### src/rtl/fp_add_sched_pkg.sv
// Shared types and constants for the FP32 add scheduler.
package fp_add_sched_pkg;

   localparam int FP32_W = 32;

   localparam logic ID_REQ_1 = 1'b0;
   localparam logic ID_REQ_2 = 1'b1;

   typedef enum logic [1:0] {
      IDLE = 2'd0,
      RUN  = 2'd1,
      RESP = 2'd2
   } state_t;

endpackage

### src/rtl/fp_add_sched_arb.sv
// rr_arb_2: combinational two-way round-robin winner select.
module rr_arb_2
   import fp_add_sched_pkg::*;
(
   input  logic       valid_1,
   input  logic       valid_2,
   input  logic       prio,
   output logic [1:0] grant,
   output logic       win_id
);

   always_comb begin
      grant  = 2'b00;
      win_id = ID_REQ_1;
      if (valid_1 && valid_2) begin
         if (prio) begin
            grant  = 2'b10;
            win_id = ID_REQ_2;
         end else begin
            grant  = 2'b01;
         end
      end else if (valid_1) begin
         grant  = 2'b01;
      end else if (valid_2) begin
         grant  = 2'b10;
         win_id = ID_REQ_2;
      end
   end

endmodule

### src/rtl/fp_add_sched.sv
// Shares one multi-cycle FP32 add datapath between two requesters.
// Optional special-case bypass enabled by defining FP_ADD_SCHED_BYPASS_EN.
//
// state | meaning
// IDLE  | arbitrating, ready offered to the winner
// RUN   | operands held on datapath, latency counter running
// RESP  | result held on response channel until consumed
module fp_add_sched
   import fp_add_sched_pkg::*;
#(
   parameter int DP_LAT = 3,
   parameter int CNT_W  = 4
) (
   input  logic              clk,
   input  logic              rst_n,
   input  logic              req_1_valid,
   output logic              req_1_ready,
   input  logic [FP32_W-1:0] req_1_op_1,
   input  logic [FP32_W-1:0] req_1_op_2,
   input  logic              req_2_valid,
   output logic              req_2_ready,
   input  logic [FP32_W-1:0] req_2_op_1,
   input  logic [FP32_W-1:0] req_2_op_2,
   output logic [FP32_W-1:0] dp_op_1,
   output logic [FP32_W-1:0] dp_op_2,
   output logic              dp_start,
   input  logic              dp_legal,
   input  logic [FP32_W-1:0] dp_res,
   output logic              rsp_valid,
   input  logic              rsp_ready,
   output logic              rsp_id,
   output logic [FP32_W-1:0] rsp_res,
   output logic              busy
);

   localparam logic [CNT_W-1:0] CNT_LOAD = CNT_W'(DP_LAT - 1);

   state_t            state, state_nxt;
   logic [CNT_W-1:0]  cnt, cnt_nxt;
   logic [FP32_W-1:0] op_1_q, op_1_nxt;
   logic [FP32_W-1:0] op_2_q, op_2_nxt;
   logic [FP32_W-1:0] res_q, res_nxt;
   logic              id_q, id_nxt;
   logic              prio, prio_nxt;
   logic [1:0]        grant;
   logic              win_id;
   logic              first_run;
   logic              bypass;

   rr_arb_2 u_arb (
      .valid_1 (req_1_valid),
      .valid_2 (req_2_valid),
      .prio    (prio),
      .grant   (grant),
      .win_id  (win_id)
   );

`ifdef FP_ADD_SCHED_BYPASS_EN
   assign bypass = first_run && !dp_legal;
`else
   logic unused_dp_legal;
   assign unused_dp_legal = dp_legal;
   assign bypass          = 1'b0;
`endif

   // cnt only ever counts down from CNT_LOAD, so the load value marks RUN's first cycle
   assign first_run = (state == RUN) && (cnt == CNT_LOAD);

   always_ff @(posedge clk) begin
      if (!rst_n) begin
         state  <= IDLE;
         cnt    <= '0;
         op_1_q <= '0;
         op_2_q <= '0;
         res_q  <= '0;
         id_q   <= ID_REQ_1;
         prio   <= 1'b0;
      end else begin
         state  <= state_nxt;
         cnt    <= cnt_nxt;
         op_1_q <= op_1_nxt;
         op_2_q <= op_2_nxt;
         res_q  <= res_nxt;
         id_q   <= id_nxt;
         prio   <= prio_nxt;
      end
   end

   always_comb begin
      state_nxt   = state;
      cnt_nxt     = cnt;
      op_1_nxt    = op_1_q;
      op_2_nxt    = op_2_q;
      res_nxt     = res_q;
      id_nxt      = id_q;
      prio_nxt    = prio;
      req_1_ready = 1'b0;
      req_2_ready = 1'b0;
      dp_start    = 1'b0;
      rsp_valid   = 1'b0;
      case (state)
         IDLE: begin
            req_1_ready = grant[0];
            req_2_ready = grant[1];
            if (|grant) begin
               op_1_nxt  = (win_id == ID_REQ_2) ? req_2_op_1 : req_1_op_1;
               op_2_nxt  = (win_id == ID_REQ_2) ? req_2_op_2 : req_1_op_2;
               id_nxt    = win_id;
               cnt_nxt   = CNT_LOAD;
               state_nxt = RUN;
            end
         end
         RUN: begin
            dp_start = first_run;
            if (cnt == '0 || bypass) begin
               res_nxt   = dp_res;
               state_nxt = RESP;
            end else begin
               cnt_nxt = cnt - 1'b1;
            end
         end
         RESP: begin
            rsp_valid = 1'b1;
            if (rsp_ready) begin
               prio_nxt  = ~id_q;
               state_nxt = IDLE;
            end
         end
         default: state_nxt = IDLE;
      endcase
   end

   assign dp_op_1 = op_1_q;
   assign dp_op_2 = op_2_q;
   assign rsp_res = res_q;
   assign rsp_id  = id_q;
   assign busy    = (state != IDLE);

endmodule

### config.mk
export PLATFORM = sky130hd
export DESIGN_NAME = fp_add_sched
export DESIGN_NICKNAME = d
export VERILOG_FILES = /design/src/rtl/fp_add_sched_pkg.sv /design/src/rtl/fp_add_sched_arb.sv /design/src/rtl/fp_add_sched.sv
export SDC_FILE = /design/constraint.sdc
export NUM_CORES = 1
export LEC_CHECK = 0
export CELL_PAD_IN_SITES_DETAIL_PLACEMENT = 1
export CELL_PAD_IN_SITES_GLOBAL_PLACEMENT = 1
export CORE_MARGIN = 2
export CORE_UTILIZATION = 28
export DETAILED_ROUTE_END_ITERATION = 6
export HOLD_SLACK_MARGIN = 0.12
export PLACE_DENSITY = 0.89
export SKIP_LAST_GASP = 1
export SLEW_MARGIN = 10
export SYNTH_ARGS = -nofsm -noshare
export SYNTH_HDL_FRONTEND = slang
export SYNTH_HIERARCHICAL = 1
export SYNTH_SLANG_ARGS = --single-unit
### constraint.sdc
create_clock -name clk -period 2.1 [get_ports clk]
set_clock_uncertainty 0.1 [all_clocks]
set_input_delay 0.42 -clock clk [delete_from_list [all_inputs] [get_ports clk]]
set_output_delay 0.42 -clock clk [all_outputs]
set_load 0.02 [all_outputs]
==> impl_metrics.yaml, run 1 <==
run_status:
  outcome: "completed"
yosys:
  async_flop_share_pct: 0
  synthFlopType: "dfxtp_1"
  synth_area_um2: 4770
  synth_edf_count: 0
  synth.distinct_cells: 35
  synth_fp_nets: 660
  ys_ff_latch: 104
  avgSynthCellArea_um2: 9.72
  ys_warn_count: 6
  synth_seq_area_share_pct: 43.6
  synthCells: 491
cells_and_area:
  syn2layout_area_growth_pct: 67.8
  drive_gt1_share_pct: 6.24
  final_cell_area_um2: 8010
  finalNetCount: 902
  regArea_um2: 2080
  layout_common_cells: "261 x clkdlybuf4s50_1, 104 x dfxtp_1, 67 x a21oi_1, 65 x a211oi_1, 64 x mux2i_1"
  final_common_cell: "clkdlybuf4s50_1"
  fillerInstances: 1859
  diodes: 0
  multi_input_area_um2: 2440
placement:
  io_buffers: 266
  dp_slack_ns: -0.391
  dp_hpwl_um: 12500
  place_area_um2: 7710
  routabilityCongestion: 0.771
clocking:
  path_clk_slew_ns: 0.07
  insertion_delay_ns: 0.35
  cts_tree: "done"
  cts_buffers: 9
  clock_path_buffers: 2
  htree_levels: 3
  cts_root_buffer: "clkbuf_16"
  clkSinkCount: 104
sta:
  rsz0062_at_grt: "no"
  hold_viol: 0
  finalCritPeriodShare_pct: 95.0
  timing.slew.headroom_pct: 62.8
  min_period_ns: 1.99
  fmax_mhz: 501
  finalWorstSetupSlack_ns: 0.105
  slew_viol_final: 0
  finalSetupViolCount: 0
  worst_pin_slew_ns: 0.557
  hold_slack_ns: 0.391
detailed_routing:
  first_pass_iters: 4
  viasPerCell: 4.98
  drcViolationCount: 0
  vias: 4770
  antenna_left: 0
  wl_per_cell_um: 18.0
  drtIter0Drc: 161
  totalWireLength_um: 17200
critical_path:
  cpPeakStageDelay_ns: 0.51
  cp-end-kind: "flop"
  rrSetupSlack_ns: 0.26
  critPathRequiredTime_ns: 2.23
  r2r_start: "prio$_SDFFE_PN0P_"
  r2r-end: "dp_op_1[5]$_SDFFE_PN0P_"
  crit_chain: "clkdlybuf4s50_1, a21boi_4, buf_4, buf_12, mux2i_1, a211oi_1"
  startpoint: "req_2_valid"
  cp-start-kind: "input pin"
  reg2regPathDepth: 6
  cp-endpoint: "dp_op_1[5]$_SDFFE_PN0P_"
  critPathArrivalTime_ns: 2.12
  slowest_stage: "clkdlybuf4s50_1"
  crit_fanout: 48
  worst-setup-path-type: "input pin to flop"
power:
  ir_drop_mv: 0.406
  p_leak_nw: 3.00
  finalPower_mw: 6.42
  power_density_nw_per_um2: 802
grt:
  grt_first_pass_wirelength_um: 26600
  antenna_found_initial: 0
  grt_pass1_vias: 4878
  grt_max_degree: 70
  grt_use_total_pct: 18.6
  grt_overflow: 0
die:
  ios: 268
  fp-row-count: 47
  die_h_um: 135
  initial_utilization_pct: 28.7
  die_w_um: 135
  fp.coreArea_um2: 16600
  dieArea_um2: 18100
worst_hold_path:
  hold_start: "cnt[0]$_SDFFE_PN0P_"
  min_path_type: "flop to flop"
job:
  drv_cap: 0
## layout make-up
class | instances | area share (%)
sequential | 104 | 26.0
clock inverter | 5 | 1.03
inverter | 7 | 0.328
tap | 220 | 3.44
clock buffer | 10 | 2.86
timing repair buffer | 285 | 35.9
multi-input combinational | 326 | 30.4
## logic make-up (layout without fill, tap and decap cells)
logic type / Yosys count / after routing / share of synthesized area (%)
flops: 104 / 104 / 43.6
simple gates: 52 / 52 / 7.21
buf+inv: 61 / 307 / 5.82
compound gates: 207 / 207 / 29.1
mux: 64 / 64 / 13.4
fa+ha+maj: 3 / 3 / 0.787
## Yosys cell counts, types with 2 or more instances
library cell | number | share of area (%)
a211oi_1 | 65 | 10
a21boi_0 | 31 | 4.9
a21boi_1 | 3 | 0.47
a21oi_1 | 67 | 7.0
and2_1 | 3 | 0.39
and3_1 | 32 | 4.2
buf_1 | 4 | 0.31
buf_2 | 15 | 1.6
buf_4 | 8 | 1.3
clkbuf_1 | 27 | 2.1
dfxtp_1 | 104 | 44
ha_1 | 3 | 0.79
inv_1 | 5 | 0.39
mux2i_1 | 64 | 13
nand2_1 | 2 | 0.16
nor2_1 | 2 | 0.16
nor2_2 | 2 | 0.26
o21a_1 | 33 | 5.2
o21ai_0 | 3 | 0.31
or4_1 | 3 | 0.47
## where the power goes
part	internal (mW)	switching, mW	leakage, nW	total (mW)
Sequential	2.23	0.139	0.857	2.37
Clock	1.04	0.754	0.141	1.79
Combinational	1.11	1.15	2.00	2.26
Total	4.38	2.04	3.00	6.42
## critical path, delay by kind of cell
kind	cells	cell delay, ns
buffers and inverters	3	0.96
muxes	1	0.38
AOI/OAI and AO/OA	2	0.31
## through the flow
step	cells	utilization, %	setup TNS, ns
after floorplan	491	-	0
after global placement	942	46.3	-4.00
after detailed placement	942	46.3	-9.18
after CTS	957	48.2	-0.122
after global routing	957	48.1	0
final	957	48.1	0
## registers in the layout, summed over array words and instances (netlist names)
register and cells:
rsp_res 32, cnt 4, rsp_id 1, state 2, dp_op_1 32, dp_op_2 32, prio 1
## what timing repair did
action	4_1_cts	5_1_grt
setup buffers	0	0
endpoints found under the setup margin	5	3
gates cloned	0	0
gates resized for setup	5	7
hold buffers	0	0
hold endpoints to repair	0	0
## worst min path at each step
| stage | slack, ns | depth (start not counted) | to |
|---|---|---|---|
| floorplan | 0.35 | 2 | cnt[0]$_SDFFE_PN0P_ |
| global placement | 0.37 | 2 | cnt[0]$_SDFFE_PN0P_ |
| detailed placement | 0.38 | 2 | cnt[0]$_SDFFE_PN0P_ |
| CTS | 0.39 | 2 | cnt[0]$_SDFFE_PN0P_ |
| global route | 0.42 | 2 | cnt[0]$_SDFFE_PN0P_ |
| finish | 0.39 | 2 | cnt[0]$_SDFFE_PN0P_ |
## routing by layer
layer | track usage, % | part of all wire [%] | vias to the layer above
met3 | 3.72 | 5.0 | 27
met5 | 0 | 0 | -
met4 | 7.84 | 2.5 | 0
met2 | 33.2 | 52 | 134
li1 | - | - | 2307
met1 | 21.7 | 41 | 2302
No activity file was read; power rests on OpenSTA's default activity.
==> inputs of run 2 (changes only) <==
--- a/config.mk
+++ b/config.mk
@@ -8,10 +8,10 @@
 export CELL_PAD_IN_SITES_DETAIL_PLACEMENT = 1
 export CELL_PAD_IN_SITES_GLOBAL_PLACEMENT = 1
 export CORE_MARGIN = 2
-export CORE_UTILIZATION = 28
+export CORE_UTILIZATION = 30
 export DETAILED_ROUTE_END_ITERATION = 6
 export HOLD_SLACK_MARGIN = 0.12
-export PLACE_DENSITY = 0.89
+export PLACE_DENSITY = 0.94
 export SKIP_LAST_GASP = 1
 export SLEW_MARGIN = 10
 export SYNTH_ARGS = -nofsm -noshare
==> constraint.sdc (replaced) <==
create_clock -name clk -period 2.59 [get_ports clk]
set_clock_uncertainty 0.1 [all_clocks]
set_input_delay 0.518 -clock clk [delete_from_list [all_inputs] [get_ports clk]]
set_output_delay 0.518 -clock clk [all_outputs]
set_load 0.02 [all_outputs]
==> run 2 against run 1 <==
Effect of this change:
- utilization is 2.8 points higher
- cell area is 0.11% lower
- via count did not move
- combinational power fell by 20%
- flip-flop and latch count unchanged
- clock-buffer cell count rose by 1
- clock power is 9% lower
- first-iteration DRC count rose by 16%
- register-to-register slack better by 0.47 ns
- largest cell class unchanged
- highest routed layer unchanged
==> impl_metrics.yaml, run 2 (synthesized netlist as in run 1, its figures left out) <==
clocking:
  insertion_delay_ns: 0.35
  cts_root_buffer: "clkbuf_16"
  cts.repair.resized: 2
  cts_buffers: 9
  cts_hold_buf: 0
  clkSinkCount: 104
  cts_setup_buffers: 0
  htree_levels: 3
  clock_path_buffers: 2
  path_clk_slew_ns: 0.07
  cts_tree: "done"
critical_path:
  r2r-end: "dp_op_2[12]$_SDFFE_PN0P_"
  rrSetupSlack_ns: 0.73
  critPathArrivalTime_ns: 1.86
  cp-start-kind: "flop"
  critPathBufInv: 1
  critPathRequiredTime_ns: 1.97
  reg2regPathDepth: 4
  cpPeakStageDelay_ns: 0.69
  crit_fanout: 4
  cp-end-kind: "primary output"
  worst-setup-path-type: "flop to primary output"
  cp_top_family: "buffers and inverters"
  r2r_start: "state[1]$_SDFFE_PN0P_"
  crit_chain: "nor2b_1, clkdlybuf4s50_1"
  slowest_stage: "clkdlybuf4s50_1"
grt:
  grt_first_pass_wirelength_um: 26100
  grt_use_total_pct: 20.1
  grt_max_degree: 66
  antenna_found_initial: 0
  grt_pass1_vias: 5002
  grt_overflow: 0
die:
  die_w_um: 130
  fp-row-count: 46
  ios: 268
  initial_utilization_pct: 30.4
  die_h_um: 130
  fp.coreArea_um2: 15700
  dieArea_um2: 16900
cells_and_area:
  final_cell_area_um2: 8000
  layout_common_cells: "264 x clkdlybuf4s50_1, 103 x dfxtp_1, 67 x a21oi_1, 65 x a211oi_1, 64 x mux2i_1"
  drive_gt1_share_pct: 5.71
  diodes: 0
  final_common_cell: "clkdlybuf4s50_1"
  syn2layout_area_growth_pct: 67.6
  finalNetCount: 899
  final_core_util_pct: 50.9
placement:
  io_buffers: 266
  place_area_um2: 7640
  dp_hpwl_um: 12900
  routabilityCongestion: 0.740
run_status:
  outcome: "completed"
detailed_routing:
  vias: 4770
  wl_per_cell_um: 18.5
  viasPerCell: 5.02
  totalWireLength_um: 17600
  first_pass_iters: 4
  antenna_left: 0
  drtIter0Drc: 186
  drcViolationCount: 0
power:
  power_density_nw_per_um2: 670
  ir_drop_mv: 0.394
  finalPower_mw: 5.36
  p_leak_nw: 2.99
sta:
  slew_viol_final: 0
  fmax_mhz: 403
  hold_viol: 0
  hold_slack_ns: 0.400
  worst_pin_slew_ns: 0.629
  timing.slew.headroom_pct: 58.0
  fin_tns_setup_ns: 0
  min_period_ns: 2.48
  finalCritPeriodShare_pct: 95.8
  finalSetupViolCount: 0
  rsz0062_at_grt: "yes"
worst_hold_path:
  min_to: "prio$_SDFFE_PN0P_"
  min_path_type: "flop to flop"
  whs_path_depth: 1
  hold_start: "rsp_id$_SDFFE_PN0P_"
job:
  drv_cap: 0
## run 2: cell types whose count changed in the layout (fill, tap and decap cells not counted), sizes merged
cell and change:
buf -3, clkdlybuf4s50 +3, clkbuf -2, clkinvlp -2
bufinv +1, clkinv +1
## run 2: report_power, final
group	internal [mW]	total [mW]	leakage [nW]	switching (mW)
Combinational	0.882	1.81	1.96	0.931
Sequential	1.81	1.93	0.858	0.119
Clock	0.996	1.62	0.172	0.620
Total	3.69	5.36	2.99	1.67
## run 2: through the flow
stage                     worst slack (ns)  cells
after floorplan                      0.734    491
after global placement             -0.0305    935
after detailed placement          -0.00556    935
after CTS                           0.0102    951
after global routing               -0.0207    951
final                                0.109    951
## run 2: metal layers
metal,track usage [%],wire length (um),vias up,share of wire [%]
met1,22.0,6710,2275,38
met5,0,0,-,0
met4,11.3,746,0,4.2
met3,3.53,862,42,4.9
li1,-,-,2306,-
met2,36.6,9320,147,53
## run 2: worst register-to-register path, stage by stage, from the launching register on
cell and delay, ns:
dfxtp_1 0.39, nor2_4 0.29, buf_4 0.51, a21oi_1 0.19, a211oi_1 0.28
## run 2: worst max path at each step
stage                     slack [ns]                       end                   from  depth (start not counted)
after floorplan                 0.73  dp_op_1[17]$_SDFFE_PN0P_            req_2_valid                          7
after global placement         -0.03               req_2_ready            req_1_valid                          5
after detailed placement      -0.006               req_2_ready            req_1_valid                          5
after CTS                       0.01                  dp_start  state[0]$_SDFFE_PN0P_                          3
after global routing           -0.02                 rsp_valid  state[1]$_SDFFE_PN0P_                          2
final                           0.11                 rsp_valid  state[1]$_SDFFE_PN0P_                          2
## run 2: area by class of cell
cell class / instances / area, um2
clock buffers: 11 / 253
clock inverters: 5 / 103
fillers: 1760 / 7710
inverters: 7 / 26.3
multi-input cells: 326 / 2430
flip-flops and latches: 104 / 2080
well taps: 216 / 270
repair buffers: 282 / 2830
